## src/rtl/evt_sync_pkg.sv

```systemverilog
`default_nettype none
// ============================================================================
// Module      : evt_sync_pkg
// Description : Shared constants, FSM encoding and helpers for evt_sync_rx.
// Revision    : 1.0 - initial release
// ============================================================================
package evt_sync_pkg;

    localparam int SYNC_STAGES_MIN = 2;
    localparam int SYNC_STAGES_MAX = 4;
    // Wide enough to count up to the longest prime window (SYNC_STAGES_MAX + 1).
    localparam int PRIME_CNT_W     = 3;

    typedef enum logic [0:0] {
        ST_PRIME = 1'b0,
        ST_RUN   = 1'b1
    } evt_state_e;

    function automatic int clamp_stages(input int stages);
        if (stages < SYNC_STAGES_MIN) return SYNC_STAGES_MIN;
        if (stages > SYNC_STAGES_MAX) return SYNC_STAGES_MAX;
        return stages;
    endfunction

    function automatic int prime_len(input int stages);
        return stages + 1;
    endfunction

    function automatic int sel_width(input int num_ch);
        return (num_ch > 1) ? $clog2(num_ch) : 1;
    endfunction

endpackage : evt_sync_pkg
`default_nettype wire

```

## src/rtl/evt_sync_ch.sv

```systemverilog
`default_nettype none
// ============================================================================
// Module      : evt_sync_ch
// Description : One toggle-event channel: synchroniser, edge pulse, sticky
//               status/overflow and (with EVT_SYNC_CNT_EN) a saturating counter.
// Revision    : 1.0 - initial release
// ============================================================================
module evt_sync_ch
    import evt_sync_pkg::*;
#(
    parameter int C_SYNC_STAGES = 2,
    parameter int C_CNT_W       = 8
) (
    input  logic               rclk,
    input  logic               rst,
    input  logic               run_i,
    input  logic               tog_i,
    input  logic               clr_i,
    output logic               pulse_o,
    output logic               sts_o,
    output logic               ovf_o,
    output logic [C_CNT_W-1:0] cnt_o
);

    (* ASYNC_REG = "TRUE" *) logic [C_SYNC_STAGES-1:0] sync_q;
    logic hist_q;
    logic pulse_q, pulse_d;
    logic sts_q, sts_d;
    logic ovf_q, ovf_d;

    // Outside RUN the history flop still follows the chain, so a level that
    // was already present at reset release never looks like an event.
    assign pulse_d = run_i & (sync_q[C_SYNC_STAGES-1] ^ hist_q);

    always_comb begin
        sts_d = pulse_q | (sts_q & ~clr_i);
        ovf_d = ~clr_i & (ovf_q | (pulse_q & sts_q));
    end

    always_ff @(posedge rclk) begin
        if (rst) begin
            sync_q  <= '0;
            hist_q  <= 1'b0;
            pulse_q <= 1'b0;
            sts_q   <= 1'b0;
            ovf_q   <= 1'b0;
        end else begin
            sync_q  <= {sync_q[C_SYNC_STAGES-2:0], tog_i};
            hist_q  <= sync_q[C_SYNC_STAGES-1];
            pulse_q <= pulse_d;
            sts_q   <= sts_d;
            ovf_q   <= ovf_d;
        end
    end

    assign pulse_o = pulse_q;
    assign sts_o   = sts_q;
    assign ovf_o   = ovf_q;

`ifdef EVT_SYNC_CNT_EN
    localparam logic [C_CNT_W-1:0] CNT_MAX = '1;

    logic [C_CNT_W-1:0] cnt_q, cnt_d;

    // A clear that coincides with an event keeps that event in the count.
    always_comb begin
        cnt_d = cnt_q;
        if (clr_i) begin
            cnt_d = C_CNT_W'(pulse_q);
        end else if (pulse_q && (cnt_q != CNT_MAX)) begin
            cnt_d = cnt_q + C_CNT_W'(1);
        end
    end

    always_ff @(posedge rclk) begin
        if (rst) begin
            cnt_q <= '0;
        end else begin
            cnt_q <= cnt_d;
        end
    end

    assign cnt_o = cnt_q;
`else
    assign cnt_o = '0;
`endif

endmodule : evt_sync_ch
`default_nettype wire

```

## src/rtl/evt_sync_rx.sv

```systemverilog
`default_nettype none
// ============================================================================
// Module      : evt_sync_rx
// Description : Multi-channel toggle-event receiver with priming FSM, irq and
//               counter readback (counters built only with EVT_SYNC_CNT_EN).
// Revision    : 1.0 - initial release
// ============================================================================
module evt_sync_rx
    import evt_sync_pkg::*;
#(
    parameter  int C_NUM_CH      = 8,
    parameter  int C_SYNC_STAGES = 2,
    parameter  int C_CNT_W       = 8,
    localparam int SEL_W         = sel_width(C_NUM_CH)
) (
    input  logic                rclk,
    input  logic                rst,
    input  logic [C_NUM_CH-1:0] tog_in,
    input  logic [C_NUM_CH-1:0] clr,
    input  logic [C_NUM_CH-1:0] irq_mask,
    input  logic [SEL_W-1:0]    cnt_sel,
    output logic [C_NUM_CH-1:0] pulse,
    output logic [C_NUM_CH-1:0] sts,
    output logic [C_NUM_CH-1:0] ovf,
    output logic                irq,
    output logic [C_CNT_W-1:0]  cnt_out
);

    localparam int                     STAGES     = clamp_stages(C_SYNC_STAGES);
    localparam logic [PRIME_CNT_W-1:0] PRIME_LAST = PRIME_CNT_W'(prime_len(STAGES) - 1);

    evt_state_e             state_q, state_d;
    logic [PRIME_CNT_W-1:0] prime_cnt_q, prime_cnt_d;
    logic                   run;
    logic                   irq_q;

    logic [C_NUM_CH-1:0]               ch_pulse;
    logic [C_NUM_CH-1:0]               ch_sts;
    logic [C_NUM_CH-1:0]               ch_ovf;
    logic [C_NUM_CH-1:0][C_CNT_W-1:0]  ch_cnt;

    always_ff @(posedge rclk) begin
        if (rst) begin
            state_q     <= ST_PRIME;
            prime_cnt_q <= '0;
        end else begin
            state_q     <= state_d;
            prime_cnt_q <= prime_cnt_d;
        end
    end

    always_comb begin
        state_d     = state_q;
        prime_cnt_d = prime_cnt_q;
        case (state_q)
            ST_PRIME: begin
                if (prime_cnt_q == PRIME_LAST) begin
                    state_d     = ST_RUN;
                    prime_cnt_d = '0;
                end else begin
                    prime_cnt_d = prime_cnt_q + PRIME_CNT_W'(1);
                end
            end
            ST_RUN:  state_d = ST_RUN;
            default: state_d = ST_PRIME;
        endcase
    end

    assign run = (state_q == ST_RUN);

    for (genvar i = 0; i < C_NUM_CH; i++) begin : g_ch
        evt_sync_ch #(
            .C_SYNC_STAGES (STAGES),
            .C_CNT_W       (C_CNT_W)
        ) u_ch (
            .rclk    (rclk),
            .rst     (rst),
            .run_i   (run),
            .tog_i   (tog_in[i]),
            .clr_i   (clr[i]),
            .pulse_o (ch_pulse[i]),
            .sts_o   (ch_sts[i]),
            .ovf_o   (ch_ovf[i]),
            .cnt_o   (ch_cnt[i])
        );
    end

    always_ff @(posedge rclk) begin
        if (rst) begin
            irq_q <= 1'b0;
        end else begin
            irq_q <= |(ch_sts & irq_mask);
        end
    end

    assign pulse = ch_pulse;
    assign sts   = ch_sts;
    assign ovf   = ch_ovf;
    assign irq   = irq_q;

`ifdef EVT_SYNC_CNT_EN
    // Padding to a power of two makes out-of-range selects read as zero.
    logic [(2**SEL_W)-1:0][C_CNT_W-1:0] cnt_pad;
    logic [C_CNT_W-1:0]                 cnt_out_q;

    always_comb begin
        cnt_pad                 = '0;
        cnt_pad[C_NUM_CH-1:0]   = ch_cnt;
    end

    always_ff @(posedge rclk) begin
        if (rst) begin
            cnt_out_q <= '0;
        end else begin
            cnt_out_q <= cnt_pad[cnt_sel];
        end
    end

    assign cnt_out = cnt_out_q;
`else
    logic unused_cnt;
    assign unused_cnt = ^{cnt_sel, ch_cnt};
    assign cnt_out    = '0;
`endif

endmodule : evt_sync_rx
`default_nettype wire
```

## config.mk

```make
export PLATFORM = sky130hd
export DESIGN_NAME = evt_sync_rx
export DESIGN_NICKNAME = d
export VERILOG_FILES = /design/src/rtl/evt_sync_pkg.sv /design/src/rtl/evt_sync_ch.sv /design/src/rtl/evt_sync_rx.sv
export SDC_FILE = /design/constraint.sdc
export NUM_CORES = 1
export LEC_CHECK = 0
export ABC_AREA = 1
export CORE_AREA = 4 4 76 78
export CTS_BUF_LIST = sky130_fd_sc_hd__clkbuf_4 sky130_fd_sc_hd__clkbuf_8
export DETAILED_ROUTE_END_ITERATION = 10
export DIE_AREA = 0 0 80 82
export GPL_TIMING_DRIVEN = 0
export PLACE_DENSITY = 0.78
export SLEW_MARGIN = 40
export SYNTH_ARGS = -nofsm -noshare
export SYNTH_HDL_FRONTEND = slang
export SYNTH_SLANG_ARGS = --single-unit
```

## constraint.sdc

```tcl
create_clock -name rclk -period 1.1 [get_ports rclk]
set_input_delay 0.11 -clock rclk [delete_from_list [all_inputs] [get_ports rclk]]
set_output_delay 0.11 -clock rclk [all_outputs]
set_load 0.01 [all_outputs]
```

==> flow_metrics.tcl <==
set metrics [dict create \
    outcome "finished clean" \
    ant_nets 0 \
    vias 1523 \
    multiInputGateArea_um2 527 \
    fmax_mhz 930 \
    rows 26 \
    synth_cell_type_count 16 \
    r2r-start "run" \
    route.met2.wl_um 1800 \
    n_fill_cell 490 \
    htree_num_levels 2 \
    design.die.area_mm2 0.00656 \
    hold_path.class "in2reg" \
    setup_viol 0 \
    peakVddDrop_uv 507 \
    yosysWarnings 0 \
    seq_area_mm2 0.00108 \
    drv_cap 0 \
    yosysTopAreaCell "dfxtp_1" \
    tns_ps 0 \
    syn-cell-area_mm2 0.00201 \
    cts.sinks 53 \
    final_cell_mix "43 x inv_1, 42 x buf_4, 37 x nor2_1" \
    met3_length_um 257 \
    yosysSeqAreaShare_pct 52.8 \
    dp_cells 364 \
    layout.nets 338 \
    design_area_mm2 0.00271 \
    die_y_um 82 \
    postSynthCellCount 238 \
    reg2reg_depth 5 \
    whs_endpoint "g_ch[4].u_ch.sync_q[0]" \
    end_kind "output pin" \
    avgSynthCellArea_um2 8.44 \
    rrSetupSlack_ps 200 \
    drt_iter0_drc 49 \
    power_w 0.00367 \
    pin_count 62 \
    hpwl_um 2580 \
    dr.pass1.iters 4 \
    final_common_cell "inv_1" \
    antenna_found_initial 0 \
    gp_congestion 0.709 \
    area_delta_synth_final_pct 35.0 \
    drive_gt1_share_pct 31.9 \
    cts.clk_slew.worst_paths_ps 90 \
    min_period_ps 1080 \
    drt-total-wl_um 3630 \
    path_max_fanout 2 \
    post-route-drc-count 0 \
    crit_type "reg2out" \
    whs_ps 19.2 \
    fin_crit_sh_pct 97.7 \
    p_leak_nw 1.40 \
    cts_max_path_buffers 2 \
    start_kind "flip-flop" \
    cts_tree "built" \
    clock_skew_ps 4.72 \
    hold_viol 0 \
    post_layout_nonfiller_instances 380 \
    required_ps 990 \
    grt_pass1_vias 1463 \
    ctsHoldBuffers 0 \
    cts_buffers 5 \
    clock-root-buffer "clkbuf_8" \
    n_antenna_cell 0 \
    grt_start_max_net_pins 16 \
    min_delay_path_depth 2 \
    wl_per_cell_um 9.54 \
    finalMaxSlewViolations 0 \
    min_from "rst" \
    grt_overflow 0 \
    start_util_pct 39.6 \
    synthTopCellsByArea "dfxtp_1 53%, buf_4 12%, inv_1 8.0%" \
    crit_arrival_ps 970 \
    power_density_mw_per_mm2 1350 \
    ys_seq_elements 53 \
    drt-vias-per-instance 4.01 \
    placed_area_mm2 0.00261 \
    dr.max_layer_used "met4" \
    grtUsageTotal_pct 11.7 \
    coreArea_mm2 0.00507 \
    fp.dieW_um 80 \
    synth_top_area_share_pct 52.8 \
    grt_pass1_wl_um 5980 \
    clk_latency_ps 300 \
    drt-met1-wl_um 1530 \
    numPortBuffers 49 \
    r2r-end "prime_cnt_q[2]" \
]
## synth_stat cells
master,n
nand2_4,1
nand3b_1,7
buf_2,3
dfxtp_1,53
a21oi_2,2
o21a_1,8
a21oi_1,26
nand3_1,2
nand2_1,19
inv_6,1
buf_6,2
nor2_1,37
buf_4,32
inv_1,43
o21ai_0,1
conb_1,1
## how the worst max path moves through the flow
stage / startpoint / end
finish: g_ch[5].u_ch.pulse_o / pulse[5]
global route: g_ch[5].u_ch.pulse_o / pulse[5]
CTS: g_ch[4].u_ch.sts_o / sts[4]
detailed placement: g_ch[1].u_ch.sts_o / sts[1]
global placement: g_ch[7].u_ch.sts_o / sts[7]
floorplan: run / prime_cnt_q[2]
## power breakdown
part           leakage, nW  switching [W]  internal, W
Sequential           0.442      0.0000373      0.00198
Combinational        0.900       0.000139     0.000166
Clock               0.0619       0.000582     0.000766
## registers in the layout, indices dropped and copies added, names as in the netlist
| register | cells |
|---|---|
| g_ch.u_ch.hist_q | 8 |
| g_ch.u_ch.ovf_o | 8 |
| g_ch.u_ch.pulse_o | 8 |
| g_ch.u_ch.sts_o | 8 |
| g_ch.u_ch.sync_q | 16 |
| irq | 1 |
| prime_cnt_q | 3 |
| run | 1 |
## metrics by stage
step	setup slack, ps	utilization, %
CTS	0.584	55.4
detailed placement	-18.5	51.5
global placement	-8.73	51.5
floorplan	312	-
finish	24.9	53.5
global route	-3.21	53.5
## kinds of logic after synthesis
kind of cell / share of synthesized area (%)
buffers and inverters: 22.3
and+or+nand+nor: 14.1
AOI/OAI and AO/OA: 10.6
other: 0.187
DFF: 52.8
## critical path, stage by stage, from the launching register on
cell and delay, ps:
dfxtp_2 320, buf_4 120, clkdlybuf4s15_2 220
## layer usage
metal / GRT usage (%) / up-vias
met4: 3.89 / 0
met2: 21.9 / 40
met1: 11.7 / 657
met3: 4.82 / 6
li1: - / 820
met5: 0 / -
## area by class of cell
| cell class | count | share of cell area (%) |
|---|---|---|
| plain buffers | 37 | 10.2 |
| clock buffers | 7 | 3.32 |
| clock inverters | 1 | 1.11 |
| inverters | 44 | 6.27 |
| multi-input cells | 111 | 19.4 |
| flip-flops and latches | 53 | 40.0 |
| well taps | 70 | 3.23 |
| repair buffers | 57 | 16.4 |
## timing repair
action                     CTS  global route
setup endpoints to repair   25            22
buffers inserted             7             1
gates resized for setup     71            23
Note: power is estimated with default switching activity, not from simulation.
